File: src/rtl/hazard_ctrl.sv
// Purpose: RAW/control hazard controller beside Reg/Dec; keeps an EX/MEM/WB destination scoreboard.
//          Build option HAZARD_FORWARD_EN: when defined, forwarding selects are produced and only load-use stalls.
// Latency: PCWr_n/IFID_Hold/IFID_Flush/IDEX_Bubble are combinational (same cycle); FwdA/B_EX are registered (next edge).
// Backpressure: a hazard holds PC and IF/ID and bubbles ID/EX until the producer no longer blocks; branch flush overrides.
module hazard_ctrl #(
  parameter int REG_AW = 5,
  parameter int CNT_W  = 32
) (
  input  logic              clk,
  input  logic              rst,
  input  logic [REG_AW-1:0] Rs_ID,
  input  logic [REG_AW-1:0] Rt_ID,
  input  logic              UseRs_ID,
  input  logic              UseRt_ID,
  input  logic [REG_AW-1:0] Dst_ID,
  input  logic              RegWr_ID,
  input  logic              MemToReg_ID,
  input  logic              Jump_ID,
  input  logic              BrTaken_EX,
  input  logic              OverFlow_EX,
  output logic              PCWr_n,
  output logic              IFID_Hold,
  output logic              IFID_Flush,
  output logic              IDEX_Bubble,
  output logic [1:0]        FwdA_EX,
  output logic [1:0]        FwdB_EX,
  output logic [CNT_W-1:0]  StallCnt,
  output logic [CNT_W-1:0]  FlushCnt
);

  // One scoreboard slot per downstream stage: valid write, destination, producer is a load.
  typedef struct packed {
    logic              v;
    logic [REG_AW-1:0] dst;
    logic              ld;
  } sb_t;

  sb_t sb_ex;
  sb_t sb_mem;
  sb_t sb_wb;

  localparam logic [CNT_W-1:0] CNT_MAX = {CNT_W{1'b1}};
  localparam logic [CNT_W-1:0] CNT_ONE = {{(CNT_W-1){1'b0}}, 1'b1};

  // $0 is hard-wired, so a write to it never produces a value worth waiting for.
  function automatic logic sb_match(input sb_t e, input logic [REG_AW-1:0] r);
    return e.v && (e.dst == r) && (r != '0);
  endfunction

  // An EX producer that overflows this cycle will have its write suppressed, so it is
  // treated as not producing anything: no stall against it and no EX/MEM forward from it.
  logic ex_live;
  assign ex_live = ~OverFlow_EX;

  logic rs_ex;
  logic rt_ex;
  logic rs_mem;
  logic rt_mem;
  assign rs_ex  = sb_match(sb_ex, Rs_ID) & ex_live;
  assign rt_ex  = sb_match(sb_ex, Rt_ID) & ex_live;
  assign rs_mem = sb_match(sb_mem, Rs_ID);
  assign rt_mem = sb_match(sb_mem, Rt_ID);

  logic hazard;

`ifdef HAZARD_FORWARD_EN
  // Only a load in EX cannot be forwarded in time: its data appears at the end of MEM.
  assign hazard = sb_ex.ld & ((UseRs_ID & rs_ex) | (UseRt_ID & rt_ex));
`else
  logic rs_wb;
  logic rt_wb;
  assign rs_wb = sb_match(sb_wb, Rs_ID);
  assign rt_wb = sb_match(sb_wb, Rt_ID);
  // Without forwarding every in-flight producer blocks until it has written back.
  assign hazard = (UseRs_ID & (rs_ex | rs_mem | rs_wb)) |
                  (UseRt_ID & (rt_ex | rt_mem | rt_wb));
`endif

  // Priority: taken branch squashes everything, then stall, then jump flush.
  logic stall_take;
  assign stall_take  = hazard & ~BrTaken_EX;
  assign PCWr_n      = stall_take;
  assign IFID_Hold   = stall_take;
  assign IFID_Flush  = BrTaken_EX | (Jump_ID & ~hazard);
  assign IDEX_Bubble = BrTaken_EX | stall_take;

  // Scoreboard advances every edge; overflow kills the write as it leaves EX.
  always_ff @(posedge clk) begin
    if (rst) begin
      sb_ex  <= '0;
      sb_mem <= '0;
      sb_wb  <= '0;
    end else begin
      sb_wb  <= sb_mem;
      sb_mem <= '{v: sb_ex.v & ~OverFlow_EX, dst: sb_ex.dst, ld: sb_ex.ld};
      sb_ex  <= '{v: RegWr_ID & ~IDEX_Bubble, dst: Dst_ID, ld: MemToReg_ID};
    end
  end

`ifdef HAZARD_FORWARD_EN
  // EX/MEM forward needs a non-load producer; MEM/WB forward covers anything one stage
  // further back. WB needs nothing: the regfile is write-first for ID reads.
  function automatic logic [1:0] fwd_sel(input logic ex_hit, input logic mem_hit,
                                         input logic ex_ld);
    logic [1:0] sel;
    sel = 2'b00;
    if (ex_hit && !ex_ld) begin
      sel = 2'b01;
    end else if (mem_hit) begin
      sel = 2'b10;
    end
    return sel;
  endfunction

  // Register the operand selects for the instruction entering EX; bubbles carry 00.
  always_ff @(posedge clk) begin
    if (rst) begin
      FwdA_EX <= 2'b00;
      FwdB_EX <= 2'b00;
    end else if (IDEX_Bubble) begin
      FwdA_EX <= 2'b00;
      FwdB_EX <= 2'b00;
    end else begin
      FwdA_EX <= fwd_sel(rs_ex, rs_mem, sb_ex.ld);
      FwdB_EX <= fwd_sel(rt_ex, rt_mem, sb_ex.ld);
    end
  end
`else
  assign FwdA_EX = 2'b00;
  assign FwdB_EX = 2'b00;
`endif

  // WB destination and the downstream load flags are kept for completeness of the entry
  // but not every build consumes them.
  logic unused_sb_bits;
  assign unused_sb_bits = ^{sb_wb, sb_mem.ld};

  // Saturating performance counters: stalls actually taken, and IF/ID flushes.
  always_ff @(posedge clk) begin
    if (rst) begin
      StallCnt <= '0;
      FlushCnt <= '0;
    end else begin
      if (stall_take && (StallCnt != CNT_MAX)) begin
        StallCnt <= StallCnt + CNT_ONE;
      end
      if (IFID_Flush && (FlushCnt != CNT_MAX)) begin
        FlushCnt <= FlushCnt + CNT_ONE;
      end
    end
  end

endmodule

File: config.mk
export PLATFORM = sky130hd
export DESIGN_NAME = hazard_ctrl
export DESIGN_NICKNAME = d
export VERILOG_FILES = /design/src/rtl/hazard_ctrl.sv
export SDC_FILE = /design/constraint.sdc
export NUM_CORES = 1
export LEC_CHECK = 0
export CORE_MARGIN = 4
export CORE_UTILIZATION = 45
export CTS_CLUSTER_DIAMETER = 200
export CTS_CLUSTER_SIZE = 10
export DETAILED_ROUTE_END_ITERATION = 10
export PLACE_DENSITY = 0.86
export SYNTH_ARGS = -nofsm -noshare
export SYNTH_HDL_FRONTEND = slang
export SYNTH_SLANG_ARGS = --single-unit
File: constraint.sdc
create_clock -name clk -period 3.7 [get_ports clk]
set_clock_uncertainty 0.15 [all_clocks]
set_input_delay 1.11 -clock clk [delete_from_list [all_inputs] [get_ports clk]]
set_output_delay 1.11 -clock clk [all_outputs]
set_load 0.02 [all_outputs]
==> results.md, run 1 <==
* Status: finished, violations left
* Failing checks: setup timing
* Vias in the first global route at about 3900
* Hold_buf cts at 0
* Die H at ~110 um
* Worst-path clk slew at roughly 0.070 ns
* Worst Path Required at approximately 2.4 ns
* Post-Synth Adder-Cell Area at less than 1%
* CP Capture Type: primary output
* Placer Congestion at just under 0.9
* Relative slew slack at between 40% and 50%
* Seq/Total Area, Yosys at 37.9%
* Worst EP arrival at around 2.6 ns
* Slew Viols, Final at 0
* Area contributors post-synth: dfxtp_1, xnor2_1, xor2_1
* Simple-gate share of the synthesized area at 34.6%
* Bufs on Longest Clock Path at 2
* Largest net degree at the start of global routing at between 40 and 50
* GRT Residual Overflow at 0
* I/O pin count at 96
* Die area at between 10000 and 15000 um2
* Setup crit start kind: input port
* Main synth FF type: dfxtp_1
* Post-synth top area share at ~38%
* LEAKAGE at slightly above 2 nW
* Seq. cell area at approximately 1600 um2
* Worst-Margin Slew at about 0.77 ns
* Antenna violations before repair at 0
* First-pass GRT wire length at approximately 18000 um
* DRC errors left at 0
* Die X at ~110 um
* Post-Syn Instances at 483
* Dpl hpwl at about 8000 um
* Critical path type: in -> out
* Dpl cell area at around 5400 um2
* Worst slack, placed at -1.03 ns
* Total number of yosys warnings at 0
* Starting Density at a little under half
* FP Rows at 35
* Largest family of logic cells by synthesized area: simple AND/OR/NAND/NOR gates
* Synth area leader: dfxtp_1
* CTS tree: built
* H-Tree Depth at 3
* Total Wirelength at 11200 um
* Synth async-reset ratio at 0%
* Total power at roughly 1.8 mW
* Vias per cell at roughly 5.4
* Initial drt markers at ~190
* Final setup margin at -0.113 ns
* Core box area at between 9000 and 10000 um2
* FILL cells at 772
* Layout cell share with drive strength beyond 1 at between 20% and 30%
* Final Instance Area at about 5900 um2
* Fin crit share at 103%
* GRT Util Overall at ~20%
* Hold Fails Final Rpt at 0
* Yosys reg bits at 82
* Via count at around 3900
* Residual antenna-violating net count after detailed routing at 0
* Min cycle time layout at 3.81 ns
* Pwr Density at between 300 and 400 nW/um2
* Antenna cells at 0
* Compound-Gate Fraction of Synth Area at 4.82%
* Final setup viols at 4
* Worst skew pair latency at 0.35 ns
* Nets at 616
* Post-synthesis mux area share at under 10%
* Synth Cell Area at ~4300 um2
* TritonCTS Sinks at slightly above 80
* Root Buffer Master: clkbuf_8
* Input/output buffers at 90
* Synth unique cells at between 60 and 70
* Wirelength per Cell at 15.5 um
* Multi-input logic area at between 2000 and 3000 um2
* Number of synthesized flops with an enable pin at 0
* Avg Synthesized Cell Area at 8.98 um2
* Hold slack at 0.337 ns
* Fmax at around 260 MHz
* Layout area overhead at 35.6%
* Min-delay worst type: reg -> reg
* CP max FO at 3
* RSZ-0062 raised after global routing: true
* Xor/xnor share of the synthesized area at between 10% and 20%
* Drt pass-1 iters at 4
* CTS Buf Count at 9
* Maximum VDD drop at roughly 0.00021 V
* Max_cap viols at 0
==> layer usage <==
| metal | up-vias | wire [um] | part of all wire (%) | global-route usage (%) |
|---|---|---|---|---|
| li1 | 1872 | - | - | - |
| met1 | 1883 | 4690 | 42 | 23.8 |
| met2 | 111 | 5750 | 51 | 35.2 |
| met3 | 16 | 571 | 5.1 | 4.55 |
| met4 | 0 | 172 | 1.5 | 6.01 |
| met5 | - | 0 | 0 | 0 |
==> registers in the layout, indices dropped and copies added (netlist names) <==
| name | count |
|---|---|
| FlushCnt | 32 |
| sb_mem | 6 |
| sb_ex | 6 |
| StallCnt | 32 |
| sb_wb | 6 |
==> timing repair <==
item	in CTS	in global routing
pin swaps	18	6
setup endpoints to repair	5	4
gates resized for setup	93	18
setup buffers	7	1
==> final cells by class <==
cell class / count / share of cell area, %
multi-input combinational: 367 / 45.6
sequential: 82 / 27.9
timing repair buffer: 119 / 19.0
tap: 129 / 2.75
clock buffer: 11 / 2.23
clock inverter: 5 / 1.75
inverter: 11 / 0.745
==> through the flow <==
step / std cells / util (%) / TNS (ns)
after global placement: 700 / 57.7 / -6.16
after CTS: 723 / 61.8 / -0.251
after detailed placement: 700 / 57.7 / -8.63
after global routing: 724 / 63.0 / -0.682
final: 724 / 63.0 / -0.352
after floorplan: 486 / - / -0.127
==> Yosys cell counts (5+ instances only) <==
cell type / number
nor2_1: 62
buf_4: 7
nor3_1: 16
mux2_2: 8
a21oi_1: 11
nor2b_1: 27
nand3_1: 28
nand4_1: 22
dfxtp_1: 82
nand2_1: 19
and4_1: 7
buf_6: 7
nor4_2: 5
nor3_2: 6
nor4_1: 11
inv_1: 11
xnor2_1: 44
clkbuf_1: 10
xor2_1: 27
and3_1: 12
==> final timing paths <==
kind	startpoint	to	slack [ns]	cells past startpoint
setup / recovery	Rt_ID[0]	IFID_Hold	-0.11	10
hold / removal	sb_mem[6]	sb_wb[6]	0.34	1
setup reg to reg	sb_wb[5]	StallCnt[16]	0.74	10
hold reg to reg	sb_mem[6]	sb_wb[6]	0.34	1
==> worst max-delay path, stage by stage <==
cell	delay, ns
buf_6	0.10
buf_6	0.12
xor2_2	0.14
nor4_2	0.25
and3_1	0.21
a211oi_2	0.05
buf_4	0.16
o22a_4	0.23
inv_4	0.07
buf_6	0.11
==> logic make-up after synthesis <==
family                     count (synthesis)
and+or+nand+nor                          251
DFF                                       82
xor gates and xnor gates                  71
buffers and inverters                     37
AOI/OAI and AO/OA                         29
muxes                                     10
adders and majority gates                  2
other                                      1
==> where the power goes <==
| group | total, mW | switching [mW] | internal [mW] |
|---|---|---|---|
| clock network | 0.774 | 0.326 | 0.448 |
| logic | 0.151 | 0.0781 | 0.0731 |
| registers | 0.907 | 0.0149 | 0.892 |
| total | 1.83 | 0.419 | 1.41 |
==> cell usage in the layout, fill, tap and decap left out, types with 8 or more instances in the layout <==
cell type / instances
a21oi_1: 11
nand2_1: 19
dfxtp_1: 82
nor4_2: 8
nor3_1: 15
buf_4: 29
buf_6: 10
mux2_2: 8
nand4_1: 22
nor2_1: 62
clkbuf_8: 9
clkdlybuf4s50_1: 74
and3_1: 12
xnor2_1: 44
xor2_1: 20
inv_1: 9
nand3_1: 28
nor2b_1: 27
(Power assumes the default switching activity.)
==> run 2: changes to the inputs <==
CTS_CLUSTER_SIZE = not set   (was 10)
==> results of run 2 <==
The final DEF is identical to that of run 1; final timing and power are the same.
==> patch 1, RTL diff (flow settings as in run 1) <==
The parameter `REG_AW` goes from 5 to 6.
--- a/src/rtl/hazard_ctrl.sv
+++ b/src/rtl/hazard_ctrl.sv
@@ -5,3 +5,3 @@
 module hazard_ctrl #(
-  parameter int REG_AW = 5,
+  parameter int REG_AW = 6,
   parameter int CNT_W  = 32
Ports: changed (resized Dst_ID, Rs_ID and Rt_ID); port bits go from 96 to 99. The function was not compared with the original's and may differ.
==> patch 1 against run 1 <==
Register-to-register slack improved by 0.05 ns; the run still ends with negative setup slack left; worst setup slack worse by 0.015 ns; sequential cell count up 3; power decreased by 3.9%; maximum frequency is 0.38% lower; highest routed layer unchanged; routed wire length grew 9.9%; hold slack better by 0.019 ns; critical path type unchanged; design area increased by 3.1%; sequential share of layout area grew 0.16 points; synthesized area rose by 3.8%.
==> patch 1: results (changes against run 1) <==
outcome=complete, but fails checks; failing checks=negative setup slack; number of inverters outside the clock class in the layout=12 (+1); pin count of the biggest net entering global routing=101 (+130%); max_slew headroom=53.9% (+5.2 points); # Post-CTS Setup Buffers=6 (-1); reg-to-reg slack, setup=0.79 ns (+0.05 ns); r2r startpoint=FlushCnt[7]; Final GP Congestion=0.919 (+4.3%); setup violators final=4 (unchanged); clock-cell share of area=3.18% (-0.80 points); Largest delay share family, worst path=compound AO/OA/AOI/OAI gates; average instance area after synthesis=8.59 um^2 (-4.3%); clock root buffer=clkbuf_8; DP Worst Slack=-1.06 ns (-0.0281 ns); wirelength, routed=12300 um (+9.9%); main area contributors after synthesis=dfxtp_1 38%, a21oi_1 4.8%, nor2b_1 4.6%; sequential share of cell area=28.1% (+0.16 points); reg-to-reg endpoint=FlushCnt[6]; sink of the worst hold path=sb_wb[7]; Worst R2R Path Depth=8 (-2); standard cell area after detailed placement=5630 um^2 (+4.5%); post-CTS sizing=90 (-3.2%); clock share of power=37.5% (-4.7 points); Multi-Input Combinational=399 (+8.7%); share of cells above drive strength 1=15.8% (-5.4 points); number of global-route vias before repair=4306 (+12%); average vias per placed instance=5.79 (+8.0%); WP data arrival=2.57 ns (+0.02 ns); Seq/Total Area, Yosys=37.8% (-0.066 points); met1 usage in global routing=24.8% (+1.0 points); signal buffers share of area=18.4% (-0.61 points); fin nets=657 (+6.7%); static leakage power=2.06 nW (+1.5%); capture point of the worst path=PCWr_n; total combinational power=159 uW (+5%); Cell variety after synth=51 (-16%); number of fill cells in the layout=791 (+2.5%); Critical Path Source=Rt_ID[1]; HP Start=sb_mem[7]; met3 Resource Use GR=5.49% (+0.94 points); non-clock buffer instance count of the final layout=121 (+1.7%); cell types with the highest counts after synthesis=85 x dfxtp_1, 43 x a21oi_1, 33 x nor2b_1; worst hold slack across all endpoints=0.355 ns (+0.0188 ns); multi-input gate share of total cell area=46.8% (+1.2 points); clock slew at reported path FFs=0.09 ns (+0.02 ns); wire length of the first global-routing pass=20000 um (+8.1%); horizontal die dimension=108 um (+1.8%); Post-Route Utilization=62.0% (-1.0 points); Switching Power=450 uW (+7.4%); DP Cell Count=744 (+6.3%); post-route setup slack=-0.128 ns (-0.0146 ns); Largest stage delay, worst path=0.53 ns (+0.28 ns); number of port buffers=93 (+3.3%); worst-case vdd ir drop=0.000210 V (+0.52%); final-layout setup total negative slack=-0.492 ns (-0.139 ns)
patch 1: cell types whose count changed after synthesis, sizes merged, moves of 4 or more:
cell | before | now
nor2 | 64 | 27
a21oi | 11 | 43
xnor2 | 44 | 21
o31ai | 1 | 23
or4 | 5 | 25
o21ai | 5 | 24
or3 | 3 | 19
nor3 | 24 | 11
xor2 | 27 | 19
nand2 | 20 | 26
nor2b | 27 | 33
nand3 | 31 | 26
and4 | 8 | 4
nand4 | 22 | 26
patch 1: cells by family (layout without fill, tap and decap cells):
logic type | Yosys count | count (layout) | synth area share [%]
compound gates | 106 | 106 | 15.0
xor+xnor | 40 | 40 | 7.78
fa+ha+maj | 2 | 2 | 0.556
buf+inv | 43 | 149 | 5.03
flops | 85 | 85 | 37.8
mux | 12 | 12 | 2.95
other cells | 1 | 4 | 0.0833
simple gates | 235 | 235 | 30.8
patch 1: routing by layer:
metal  part of all wire (%)  routed length (um)
met1                     42                5130
met2                     50                6200
met3                    5.9                 726
met4                    2.0                 242
met5                      0                   0
==> patch 2, RTL diff (flow settings as in run 1) <==
Made on the original files. Register the output `StallCnt` once more; this adds one clock of latency there. The other outputs are not delayed to match.
--- a/src/rtl/hazard_ctrl.sv
+++ b/src/rtl/hazard_ctrl.sv
@@ -36,2 +36,4 @@
   } sb_t;
+
+  logic [CNT_W-1:0] StallCnt_s0;
 
@@ -140,7 +142,7 @@
     if (rst) begin
-      StallCnt <= '0;
+      StallCnt_s0 <= '0;
       FlushCnt <= '0;
     end else begin
-      if (stall_take && (StallCnt != CNT_MAX)) begin
-        StallCnt <= StallCnt + CNT_ONE;
+      if (stall_take && (StallCnt_s0 != CNT_MAX)) begin
+        StallCnt_s0 <= StallCnt_s0 + CNT_ONE;
       end
@@ -152,2 +154,6 @@
 
+  always_ff @(posedge clk) begin
+    StallCnt <= StallCnt_s0;
+  end
+
 endmodule
Check against the original RTL: not equivalent (a bounded check fails within 4 cycles, from zero or initial values and one cycle with rst high).
==> patch 2 against run 1 <==
The flow still finishes with violations (negative setup slack); count of clock-buffer cells in the layout up 12; worst setup slack worse by 0.18 ns; sequential cell count up 32; power up 62%; sequential share of layout area up 5.4 points; maximum frequency down 4.5%; design area up 17%; non-clock buffer count up 8; combinational power up 4%; synthesized area up 14%; final cell count up 11%; routed wire length up 11%; largest cell class unchanged.
==> patch 2: results (changes against run 1) <==
area share of fa/ha/maj cells after synthesis=0.508% (-0.069 points); Power per Cell Area=434 nW/um^2 (+39%); number of fill cells in the layout=793 (+2.7%); wirelength, routed=12400 um (+11%); capture point of the worst path=IFID_Flush; fin nets=680 (+10%); cell area after layout=6850 um^2 (+17%); cell types with the highest counts after synthesis=114 x dfxtp_1, 50 x a21oi_1, 40 x or4_1; htree depth=4 (+1); Final GP Congestion=0.902 (+2.5%); worst-case vdd ir drop=0.000348 V (+66%); sequential cell fraction of total power=42.1% (-7.4 points); Post-Syn Instances=543 (+12%); total combinational power=157 uW (+4%); standard cell area after detailed placement=6090 um^2 (+13%); DP Cell Count=765 (+9.3%); reg-to-reg endpoint=FlushCnt[27]; final-layout setup total negative slack=-0.919 ns (-0.567 ns); Seq/Total Area, Yosys=46.4% (+8.5 points); largest driver fanout on the critical path=4 (+1); total clock buffers created by CTS=17 (+8); static leakage power=2.44 nW (+20%); largest registers=FlushCnt x32, StallCnt x32, StallCnt_s0 x32; wire length of the first global-routing pass=20300 um (+9.8%); WP data arrival=2.73 ns (+0.18 ns); number of global-route vias before repair=4439 (+15%); setup violators final=4 (unchanged); compound-gate portion of the synthesized area=14.0% (+9.2 points); failing checks=negative setup slack; post-route setup slack=-0.294 ns (-0.181 ns); Internal=2.34 mW (+66%); violation count after the first detailed-routing iteration=214 (+12%); outcome=complete, but fails checks; Worst R2R Path Depth=8 (-2); Overall Global Routing Usage=19.3% (-0.57 points); proportion of synthesized area in mux cells=2.49% (-0.19 points); reg-to-reg slack, setup=0.83 ns (+0.09 ns); DP Worst Slack=-1.21 ns (-0.182 ns); Cell variety after synth=41 (-33%); clock slew at reported path FFs=0.05 ns (-0.02 ns); post-CTS sizing=81 (-13%)
==> patch 2: changes by cell type in the layout (fill, tap and decap cells not counted), sizes merged, moves of 7 or more <==
cell	run 1	this run
clkbuf	11	23
a21oi	11	50
or4	5	40
nand3	31	24
nor2	64	27
nor3	24	11
dfxtp	82	114
nor4	17	10
o21ai	5	14
buf	43	52
or3	3	12
o31ai	1	37
xnor2	44	9
==> patch 2: layout make-up <==
| type | count | share of cell area, % |
|---|---|---|
| multi-input combinational | 387 | 37.4 |
| sequential | 114 | 33.3 |
| timing repair buffer | 127 | 17.9 |
| clock buffer | 23 | 6.96 |
| tap | 136 | 2.48 |
| clock inverter | 9 | 1.52 |
| inverter | 7 | 0.438 |
==> patch 2: worst min path at each step <==
stage	depth (start not counted)	end	startpoint
2_1_floorplan	0	StallCnt[24]	StallCnt_s0[24]
3_3_place_gp	0	StallCnt[24]	StallCnt_s0[24]
3_5_place_dp	0	StallCnt[28]	StallCnt_s0[28]
4_1_cts	0	StallCnt[24]	StallCnt_s0[24]
5_1_grt	0	StallCnt[24]	StallCnt_s0[24]
6_report	0	StallCnt[24]	StallCnt_s0[24]
==> patch 2: layer usage <==
| layer | vias up | part of all wire [%] | GRT usage, % |
|---|---|---|---|
| met5 | - | 0 | 0 |
| met3 | 34 | 6.8 | 5.82 |
| met2 | 174 | 48 | 30.6 |
| met4 | 0 | 2.7 | 9.78 |
| li1 | 2240 | - | - |
| met1 | 2172 | 42 | 23.6 |
==> patch 2: worst max-delay path, stage by stage <==
cell and delay, ns:
buf_8 0.10, or4_4 0.55, o21ai_4 0.16, nor2_2 0.06
o31a_1 0.11, or3_4 0.41, clkinvlp_4 0.11, buf_6 0.12
